===== config.mk =====
export PLATFORM = sky130hd
export DESIGN_NAME = vram_port_arbiter
export DESIGN_NICKNAME = d
export VERILOG_FILES = /design/src/rtl/vram_port_arbiter.sv
export SDC_FILE = /design/constraint.sdc
export NUM_CORES = 1
export LEC_CHECK = 0
export ABC_AREA = 1
export CAP_MARGIN = 40
export CORE_AREA = 10 10 79 81
export DETAILED_ROUTE_END_ITERATION = 10
export DIE_AREA = 0 0 89 91
export PLACE_DENSITY_LB_ADDON = 0.05
export SETUP_SLACK_MARGIN = 0.15
export SLEW_MARGIN = 10
export SYNTH_ARGS = -nofsm -noshare
export SYNTH_HDL_FRONTEND = slang
export SYNTH_SLANG_ARGS = --single-unit

===== constraint.sdc =====
create_clock -name clk -period 1.45 [get_ports clk]
set_input_delay 0.29 -clock clk [delete_from_list [all_inputs] [get_ports clk]]
set_output_delay 0.29 -clock clk [all_outputs]
set_load 0.02 [all_outputs]

===== src/rtl/vram_port_arbiter.sv =====
// VRAM port-A arbiter: shares one registered access slot between the CPU bus and the DMA copy engine.
// Optional PPU mode-3 CPU lockout is compiled in when VRAM_LOCK_EN is defined.
module vram_port_arbiter #(
  parameter int ADDR_W = 13,
  parameter int DATA_W = 8,
  parameter logic [1:0] LOCK_MODE = 2'd3
) (
  input  logic              clk,
  input  logic              reset_n,
  input  logic [1:0]        ppu_mode,
  input  logic              cpu_req,
  input  logic              cpu_we,
  input  logic [ADDR_W-1:0] cpu_addr,
  input  logic [DATA_W-1:0] cpu_wdata,
  output logic [DATA_W-1:0] cpu_rdata,
  output logic              cpu_ack,
  input  logic              dma_req,
  input  logic [ADDR_W-1:0] dma_addr,
  input  logic [DATA_W-1:0] dma_wdata,
  output logic              dma_ack,
  output logic              vram_we,
  output logic [ADDR_W-1:0] vram_addr,
  output logic [DATA_W-1:0] vram_wdata,
  input  logic [DATA_W-1:0] vram_rdata
);

  typedef enum logic [1:0] {IDLE, ACCESS, DONE} state_t;
  typedef enum logic {GRANT_CPU, GRANT_DMA} grant_t;

  state_t state, state_nx;
  grant_t last_grant, last_grant_nx;
  logic win_cpu, win_cpu_nx;
  logic rd_pend, rd_pend_nx;
  logic blocked, blocked_nx;
  logic vram_we_nx, cpu_ack_nx, dma_ack_nx;
  logic [ADDR_W-1:0] vram_addr_nx;
  logic [DATA_W-1:0] vram_wdata_nx, cpu_rdata_nx;

  logic locked;
  logic cpu_eligible, dma_eligible, grant_cpu;

`ifdef VRAM_LOCK_EN
  assign locked = (ppu_mode == LOCK_MODE);
`else
  logic unused_lock;
  assign locked = 1'b0;
  assign unused_lock = ^{ppu_mode, LOCK_MODE};
`endif

  // A locked CPU access is still granted (and answered), only DMA has to wait.
  assign cpu_eligible = cpu_req;
  assign dma_eligible = dma_req & ~locked;
  assign grant_cpu    = cpu_eligible & (~dma_eligible | (last_grant == GRANT_DMA));

  always_comb begin
    state_nx      = state;
    last_grant_nx = last_grant;
    win_cpu_nx    = win_cpu;
    rd_pend_nx    = rd_pend;
    blocked_nx    = blocked;
    vram_we_nx    = vram_we;
    vram_addr_nx  = vram_addr;
    vram_wdata_nx = vram_wdata;
    cpu_rdata_nx  = cpu_rdata;
    cpu_ack_nx    = 1'b0;
    dma_ack_nx    = 1'b0;
    case (state)
      IDLE: begin
        if (cpu_eligible | dma_eligible) begin
          state_nx   = ACCESS;
          win_cpu_nx = grant_cpu;
          if (grant_cpu) begin
            last_grant_nx = GRANT_CPU;
            vram_addr_nx  = cpu_addr;
            vram_wdata_nx = cpu_wdata;
            vram_we_nx    = cpu_we & ~locked;
            rd_pend_nx    = ~cpu_we;
            blocked_nx    = locked;
          end else begin
            last_grant_nx = GRANT_DMA;
            vram_addr_nx  = dma_addr;
            vram_wdata_nx = dma_wdata;
            vram_we_nx    = 1'b1;
            rd_pend_nx    = 1'b0;
            blocked_nx    = 1'b0;
          end
        end
      end
      ACCESS: begin
        // The lock decision was frozen at grant, so a mode change now has no effect.
        state_nx   = DONE;
        vram_we_nx = 1'b0;
        cpu_ack_nx = win_cpu;
        dma_ack_nx = ~win_cpu;
        if (win_cpu & rd_pend)
          cpu_rdata_nx = blocked ? {DATA_W{1'b1}} : vram_rdata;
      end
      DONE: begin
        state_nx = IDLE;
      end
      default: begin
        state_nx = IDLE;
      end
    endcase
  end

  always_ff @(posedge clk) begin
    if (!reset_n) begin
      state      <= IDLE;
      last_grant <= GRANT_DMA;
      win_cpu    <= 1'b0;
      rd_pend    <= 1'b0;
      blocked    <= 1'b0;
      vram_we    <= 1'b0;
      vram_addr  <= '0;
      vram_wdata <= '0;
      cpu_rdata  <= '0;
      cpu_ack    <= 1'b0;
      dma_ack    <= 1'b0;
    end else begin
      state      <= state_nx;
      last_grant <= last_grant_nx;
      win_cpu    <= win_cpu_nx;
      rd_pend    <= rd_pend_nx;
      blocked    <= blocked_nx;
      vram_we    <= vram_we_nx;
      vram_addr  <= vram_addr_nx;
      vram_wdata <= vram_wdata_nx;
      cpu_rdata  <= cpu_rdata_nx;
      cpu_ack    <= cpu_ack_nx;
      dma_ack    <= dma_ack_nx;
    end
  end

endmodule


Word-level counts from Yosys, hierarchy flattened --
Index checks and enable logic that the tools add are counted.
Operators by class: bitwise operators 7, reduce and logical (&&, ||, !) cells 6, multiplexer cells 9, equality and inequality tests 2
Operators with widths (count):
- 13-bit two-way mux | 1
- 8-bit two-way mux | 1
- 2-bit AND reduction | 4
- 1-bit two-way mux | 4
- 2-bit one-hot mux with 2 select lines | 1
- 1-bit NOT | 3
- 1-bit AND | 2
- 2-bit by 1-bit equality test with 1-bit output, second input constant | 1
- 2-bit zero test | 1
- 2-bit two-way mux | 1
- 2-bit inequality test, second input constant | 1
- 1-bit OR | 2
- 1-bit one-hot mux with 2 select lines | 1
- 2-bit nonzero test | 1
Word-level totals: output and inout bits 32, register bits 37, bits of input ports 57, logic and storage cells 34

Depth between registers and ports, before layout --
Gate-level depths: netlist of the first run.
depth in word-level cells 6, depth in mapped cells 8, gate-level depth less buffers 7

Worst setup path after synthesis of the first run --
No wires, ideal clock.
path kind input -> register, start input port cpu_req, end register vram_addr[0], path slack 331 ps, path buffers 2, arrival 1010 ps, setup time 109 ps, data required time 1341 ps, stages 8, path through buf_6 nor2_2 nor2_8 buf_8 nand3_2 nand3_1 nand2_1 inv_1
Between the ends: cells in the longest elaborated chain, start to end 2, elaborated cells between the ends (all ways) 4
RTL lines:
- start, declared | line 11 | input logic cpu_req,
- 1-bit AND / 1-bit OR (equally long branches) | line 53, 69
- 13-bit two-way mux / 2-bit AND reduction (equally long branches)
- end signal, assigned | line 127 | vram_addr <= vram_addr_nx;
- end, declared | line 22 | output logic [ADDR_W-1:0] vram_addr,
Parallel ways exist; a longest one is shown, timed or not. A chain may end at the register's enable or synchronous reset.

Worst setup path in the final report of the first run --
start register vram_addr[10], end output port vram_addr[10]
No word-level cell between the ends.

==> results of run 1 <==
## cell type report
type | count | area [sq um]
clock buffers | 6 | 72.6
multi-input cells | 153 | 855
fillers | 452 | 1780
well taps | 54 | 67.6
repair buffers | 107 | 1030
clock inverters | 2 | 10.0
inverters | 27 | 101
flip-flops and latches | 37 | 741
## per-layer routing
| layer | vias to the layer above | wire length [um] |
|---|---|---|
| met1 | 810 | 2290 |
| li1 | 961 | - |
| met4 | 0 | 62 |
| met3 | 6 | 540 |
| met2 | 50 | 2600 |
| met5 | - | 0 |
## cell families (layout without fill, tap and decap cells)
group                  Yosys count  in the layout  synth area share (%)
AND/OR/NAND/NOR                141            141                  42.7
buffers and inverters           43            142                  12.0
flip-flops                      37             37                  41.0
AO/OA/AOI/OAI                   12             12                  4.29
## flip-flops by register name (all words and copies together) (netlist names)
register	cells
vram_addr	13
cpu_ack	1
cpu_rdata	8
vram_wdata	8
rd_pend	1
dma_ack	1
win_cpu	1
state	2
last_grant	1
vram_we	1
## through the flow
| stage | util [%] | area (sq um) | hold WS, ns |
|---|---|---|---|
| 4_1_cts | 61.6 | 2870 | 0.484 |
| 2_1_floorplan | - | 1810 | 0.426 |
| 6_report | 61.8 | 2880 | 0.476 |
| 3_3_place_gp | 60.7 | 2830 | 0.462 |
| 3_5_place_dp | 60.7 | 2830 | 0.473 |
| 5_1_grt | 61.8 | 2880 | 0.503 |
## placed cells by master, fill, tap and decap left out, types with 2 or more instances in the layout
cell type        instances
dfxtp_1                 37
buf_12                   4
nor2_1                  19
nand4_1                 21
nand3_1                 24
inv_2                    3
clkbuf_8                 5
clkdlybuf4s15_1         10
nor2_4                   2
inv_1                   24
clkdlybuf4s50_1         52
nand3_2                 18
clkinv_2                 2
nor3_1                   2
buf_4                   17
dlygate4sd2_1           23
o21ai_0                  8
nand2_2                  3
nand2_1                 49
## report_power, final
| group | total [mW] | switching, mW | internal [mW] | leakage, nW |
|---|---|---|---|---|
| combinational | 0.802 | 0.407 | 0.395 | 1.07 |
| clock | 0.679 | 0.346 | 0.333 | 0.0450 |
| sequential | 1.14 | 0.0413 | 1.09 | 0.304 |
## how the worst max path moves through the flow
stage / endpoint / slack, ns / start / cells past startpoint
2_1_floorplan: vram_addr[0]$_SDFFE_PN0P_ / 0.33 / cpu_req / 8
3_3_place_gp: vram_wdata[3]$_SDFFE_PN0P_ / -0.22 / cpu_req / 8
3_5_place_dp: vram_we$_SDFFE_PN0P_ / -0.22 / cpu_req / 6
4_1_cts: vram_wdata[5] / 0.16 / vram_wdata[5]$_SDFFE_PN0P_ / 1
5_1_grt: cpu_rdata[1] / 0.15 / cpu_rdata[1]$_SDFFE_PN0P_ / 1
6_report: vram_addr[10] / 0.18 / vram_addr[10]$_SDFFE_PN0P_ / 1
==> flow_summary.toml, run 1 <==
[clock_network]
clock-sinks = 37
cts_buffers = 5
clock-root-buffer = "clkbuf_8"
path_clk_slew_ns = 0.07
ctsResizeCount = 35
worstSkewPairLatency_ns = 0.28
clock_path_buffers = 2
hold_buffers = 0
cts_setup_buffers = 0
cts.htree.levels = 2
cts_tree = "done"

[final_layout]
layout-drive-gt1-share_pct = 17.8
antenna_cells = 0
finalNonFillerCells = 386
fin_nets = 388
syn_to_final_growth_pct = 59.4

[pwr]
power_mw = 2.62
power_density_nw_per_um2 = 908
p_leak_nw = 1.42
vdd_drop_max_uv = 452

[synthesis]
yosysMostFrequentCell = "nand2_1"
synthTopCellsByCount = "49 x nand2_1, 37 x dfxtp_1, 24 x inv_1, 24 x nand3_1, 21 x nand4_1"
syn_inst = 233
ys_warn_count = 0
yosys.area.top_type = "dfxtp_1"
synth_seq_cells = 37
synth_top_area_share_pct = 41.0
yosysSeqAreaShare_pct = 41.0
synth.avg_cell_area_sq_um = 7.76
synthArstFlopShare_pct = 0
synth_area_sq_um = 1810
ys.flop_type = "dfxtp_1"
synth_edf_count = 0
synth_fp_nets = 290
synth_cell_types = 25
synthTopCellsByArea = "dfxtp_1 41%, nand2_1 10%, nand3_2 10%, nand4_1 7.3%, nand3_1 6.6%"

[detailed_routing]
wl_mm = 5.49
drt_iter0_markers = 72
antenna_left = 0
avgViaCountPerCell = 4.73
drc = 0
wl_per_cell_um = 14.2
vias = 1827
dr.pass1.iters = 4

[global_route]
use_met1_pct = 16.5
antenna_found_initial = 0
grt_pass1_vias = 1813
grt_max_degree = 21
grt_util_met3_pct = 6.43
grt_pass1_wl_mm = 8.98
gr-total-overflow = 0
grt-busiest-layer = "met2"
use_met2_pct = 21.5
grt_usage_pct = 13.8

[critical_path]
cp.required_ns = 1.16
crit_family = "buffers and inverters"
timing.rr.start = "state[0]$_SDFFE_PN0P_"
worstPathArrival_ns = 0.98
cpPeakStageDelay_ns = 0.36
r2r_slack_ns = 0.28
cp_slowest_cell = "dlygate4sd2_1"
r2r-end = "vram_addr[4]$_SDFFE_PN0P_"
worstSetupEndpointType = "output pin"
cp.buffers_inverters = 1
r2r_cells = 8
path_cells = "dlygate4sd2_1"
cp-start-kind = "flip-flop"
critPathKind = "flip-flop to output pin"
cp_max_fo = 2

[min_path]
hold_path.class = "flip-flop to flip-flop"
worstHoldStart = "cpu_rdata[4]$_SDFFE_PN0P_"
hold_path_depth = 2
min_to = "cpu_rdata[4]$_SDFFE_PN0P_"

[die]
dieWidth_um = 89
die_area_sq_um = 8100
io_pins = 89
coreArea_sq_um = 4660
initial_core_util_pct = 38.8
placementRows = 25
die_h_um = 91

[placement]
dp.final_hpwl_mm = 4.41
dp_slack_ns = -0.220
portBuffers = 86
gp_congestion = 0.774
post-place-cells = 378

[timing]
setup_violations = 0
slew_headroom_pct = 82.5
fmax_mhz = 787
hold_viol = 0
skew_ns = 0.00348
setup_tns_ns = 0
final.min_clock_period_ns = 1.27
min_period_over_period_pct = 87.6
tightest_slew_ns = 0.262
grt_setup_unrepaired = "no"
setup_ws_ns = 0.180
drv_slew = 0

[run]
cap_viol_max_count = 0

[status]
status = "finished clean"
Note: power is estimated with default switching activity, not from simulation.
==> run 2: changes to the inputs <==
CORE_AREA = 10 10 76 84   (was 10 10 79 81)
DIE_AREA = 0 0 86 94   (was 0 0 89 91)
==> run 2 against run 1 <==
  * Flip-flop and latch count is the same
  * Critical path depth unchanged
  * Utilization grew 0.82 points
  * First-iteration DRC count rose by 24%
  * Routed wire length up 1.9%
  * Global-route usage is essentially flat
  * Highest routed layer unchanged
==> flow_summary.toml, run 2 (synthesis results as in run 1) <==
[status]
status = "finished clean"

[min_path]
worstHoldStart = "cpu_rdata[3]$_SDFFE_PN0P_"
hold_path_depth = 2
hold_path.class = "flip-flop to flip-flop"
min_to = "cpu_rdata[3]$_SDFFE_PN0P_"

[clock_network]
clock-root-buffer = "clkbuf_8"
path_clk_slew_ns = 0.08
cts_buffers = 5
cts.htree.levels = 2
clock_path_buffers = 2
clock-sinks = 37
hold_buffers = 0
cts_tree = "done"
worstSkewPairLatency_ns = 0.29
cts_setup_buffers = 0

[detailed_routing]
vias = 1835
antenna_left = 0
wl_per_cell_um = 14.4
wl_mm = 5.60
avgViaCountPerCell = 4.73
dr.pass1.iters = 4
drt_iter0_markers = 89
drc = 0

[timing]
setup_violations = 0
hold_viol = 0
drv_slew = 0
grt_setup_unrepaired = "no"
min_period_over_period_pct = 87.1
fin_hold_ws_ns = 0.482
fmax_mhz = 792
tightest_slew_ns = 0.242
skew_ns = 0.00314
final.min_clock_period_ns = 1.26
slew_headroom_pct = 83.8
setup_ws_ns = 0.187

[global_route]
grt_max_degree = 22
grt_pass1_wl_mm = 9.14
gr-total-overflow = 0
grt_usage_pct = 13.9
grt_pass1_vias = 1862
antenna_found_initial = 0

[critical_path]
worstPathArrival_ns = 0.97
cp.required_ns = 1.16
path_cells = "dlygate4sd2_1"
cp_max_fo = 2
cp-start-kind = "flip-flop"
timing.rr.start = "state[0]$_SDFFE_PN0P_"
r2r_cells = 8
cp_slowest_cell = "dlygate4sd2_1"
worstSetupEndpointType = "output pin"
critPathKind = "flip-flop to output pin"
r2r_slack_ns = 0.26
cp.buffers_inverters = 1
crit_family = "buffers and inverters"
r2r-end = "vram_addr[8]$_SDFFE_PN0P_"
cpPeakStageDelay_ns = 0.36

[pwr]
p_leak_nw = 1.43
power_density_nw_per_um2 = 986
vdd_drop_max_uv = 568
power_mw = 2.87

[die]
initial_core_util_pct = 38.9
die_area_sq_um = 8080
die_h_um = 94
placementRows = 26
coreArea_sq_um = 4650
io_pins = 89
dieWidth_um = 86

[final_layout]
final_cell_mix = "52 x clkdlybuf4s50_1, 49 x nand2_1, 37 x dfxtp_1"
fin_nets = 388
syn_to_final_growth_pct = 61.2
layout_commonest_cell = "clkdlybuf4s50_1"
top_regs = "vram_addr x13, cpu_rdata x8, vram_wdata x8"
largest_reg_flops = 13
antenna_cells = 0
top_register = "vram_addr"
layout-drive-gt1-share_pct = 17.8

[placement]
portBuffers = 86
dp_slack_ns = -0.203
gp_congestion = 0.772
dp.final_hpwl_mm = 4.19

[run]
cap_viol_max_count = 0
==> run 2: report_power, final <==
part           switching (mW)  total (mW)  internal, mW
combinational           0.409       0.798         0.389
sequential             0.0401        1.13          1.09
clock                   0.384       0.943         0.559
total                   0.833        2.87          2.04
==> run 2: through the flow <==
| step | instance area [sq um] | util (%) | std cells | TNS (ns) |
|---|---|---|---|---|
| after floorplan | 1810 | - | 233 | 0 |
| after global placement | 2810 | 60.4 | 379 | -3.86 |
| after detailed placement | 2810 | 60.4 | 379 | -4.15 |
| after CTS | 2900 | 62.3 | 388 | 0 |
| after global routing | 2910 | 62.6 | 388 | 0 |
| final | 2910 | 62.6 | 388 | 0 |
==> run 2: metal layers <==
layer / vias to the layer above / part of all wire, % / GRT usage [%]
met5: - / 0 / 0
met4: 0 / 0.82 / 4.12
met3: 6 / 9.8 / 6.25
met2: 61 / 48 / 23.5
met1: 808 / 41 / 15.1
li1: 960 / - / -
==> run 2: cell type report <==
cell class / count / area, sq um
clock inverters: 2 / 37.5
well taps: 56 / 70.1
inverters: 27 / 101
clock buffers: 6 / 82.6
repair buffers: 107 / 1030
fillers: 464 / 1740
flip-flops and latches: 37 / 741
multi-input cells: 153 / 850
==> run 2: timing repair <==
| action | CTS | global route |
|---|---|---|
| endpoints found under the setup margin | 49 | 12 |
| gates cloned | 1 | 0 |
| resized for setup | 35 | 12 |
==> run 2: how the worst max path moves through the flow <==
| stage | from | end | cells past startpoint |
|---|---|---|---|
| floorplan | cpu_req | vram_addr[0]$_SDFFE_PN0P_ | 8 |
| global placement | cpu_req | vram_addr[0]$_SDFFE_PN0P_ | 8 |
| detailed placement | cpu_req | vram_addr[8]$_SDFFE_PN0P_ | 8 |
| CTS | vram_wdata[4]$_SDFFE_PN0P_ | vram_wdata[4] | 1 |
| global route | vram_wdata[4]$_SDFFE_PN0P_ | vram_wdata[4] | 1 |
| finish | vram_addr[4]$_SDFFE_PN0P_ | vram_addr[4] | 1 |
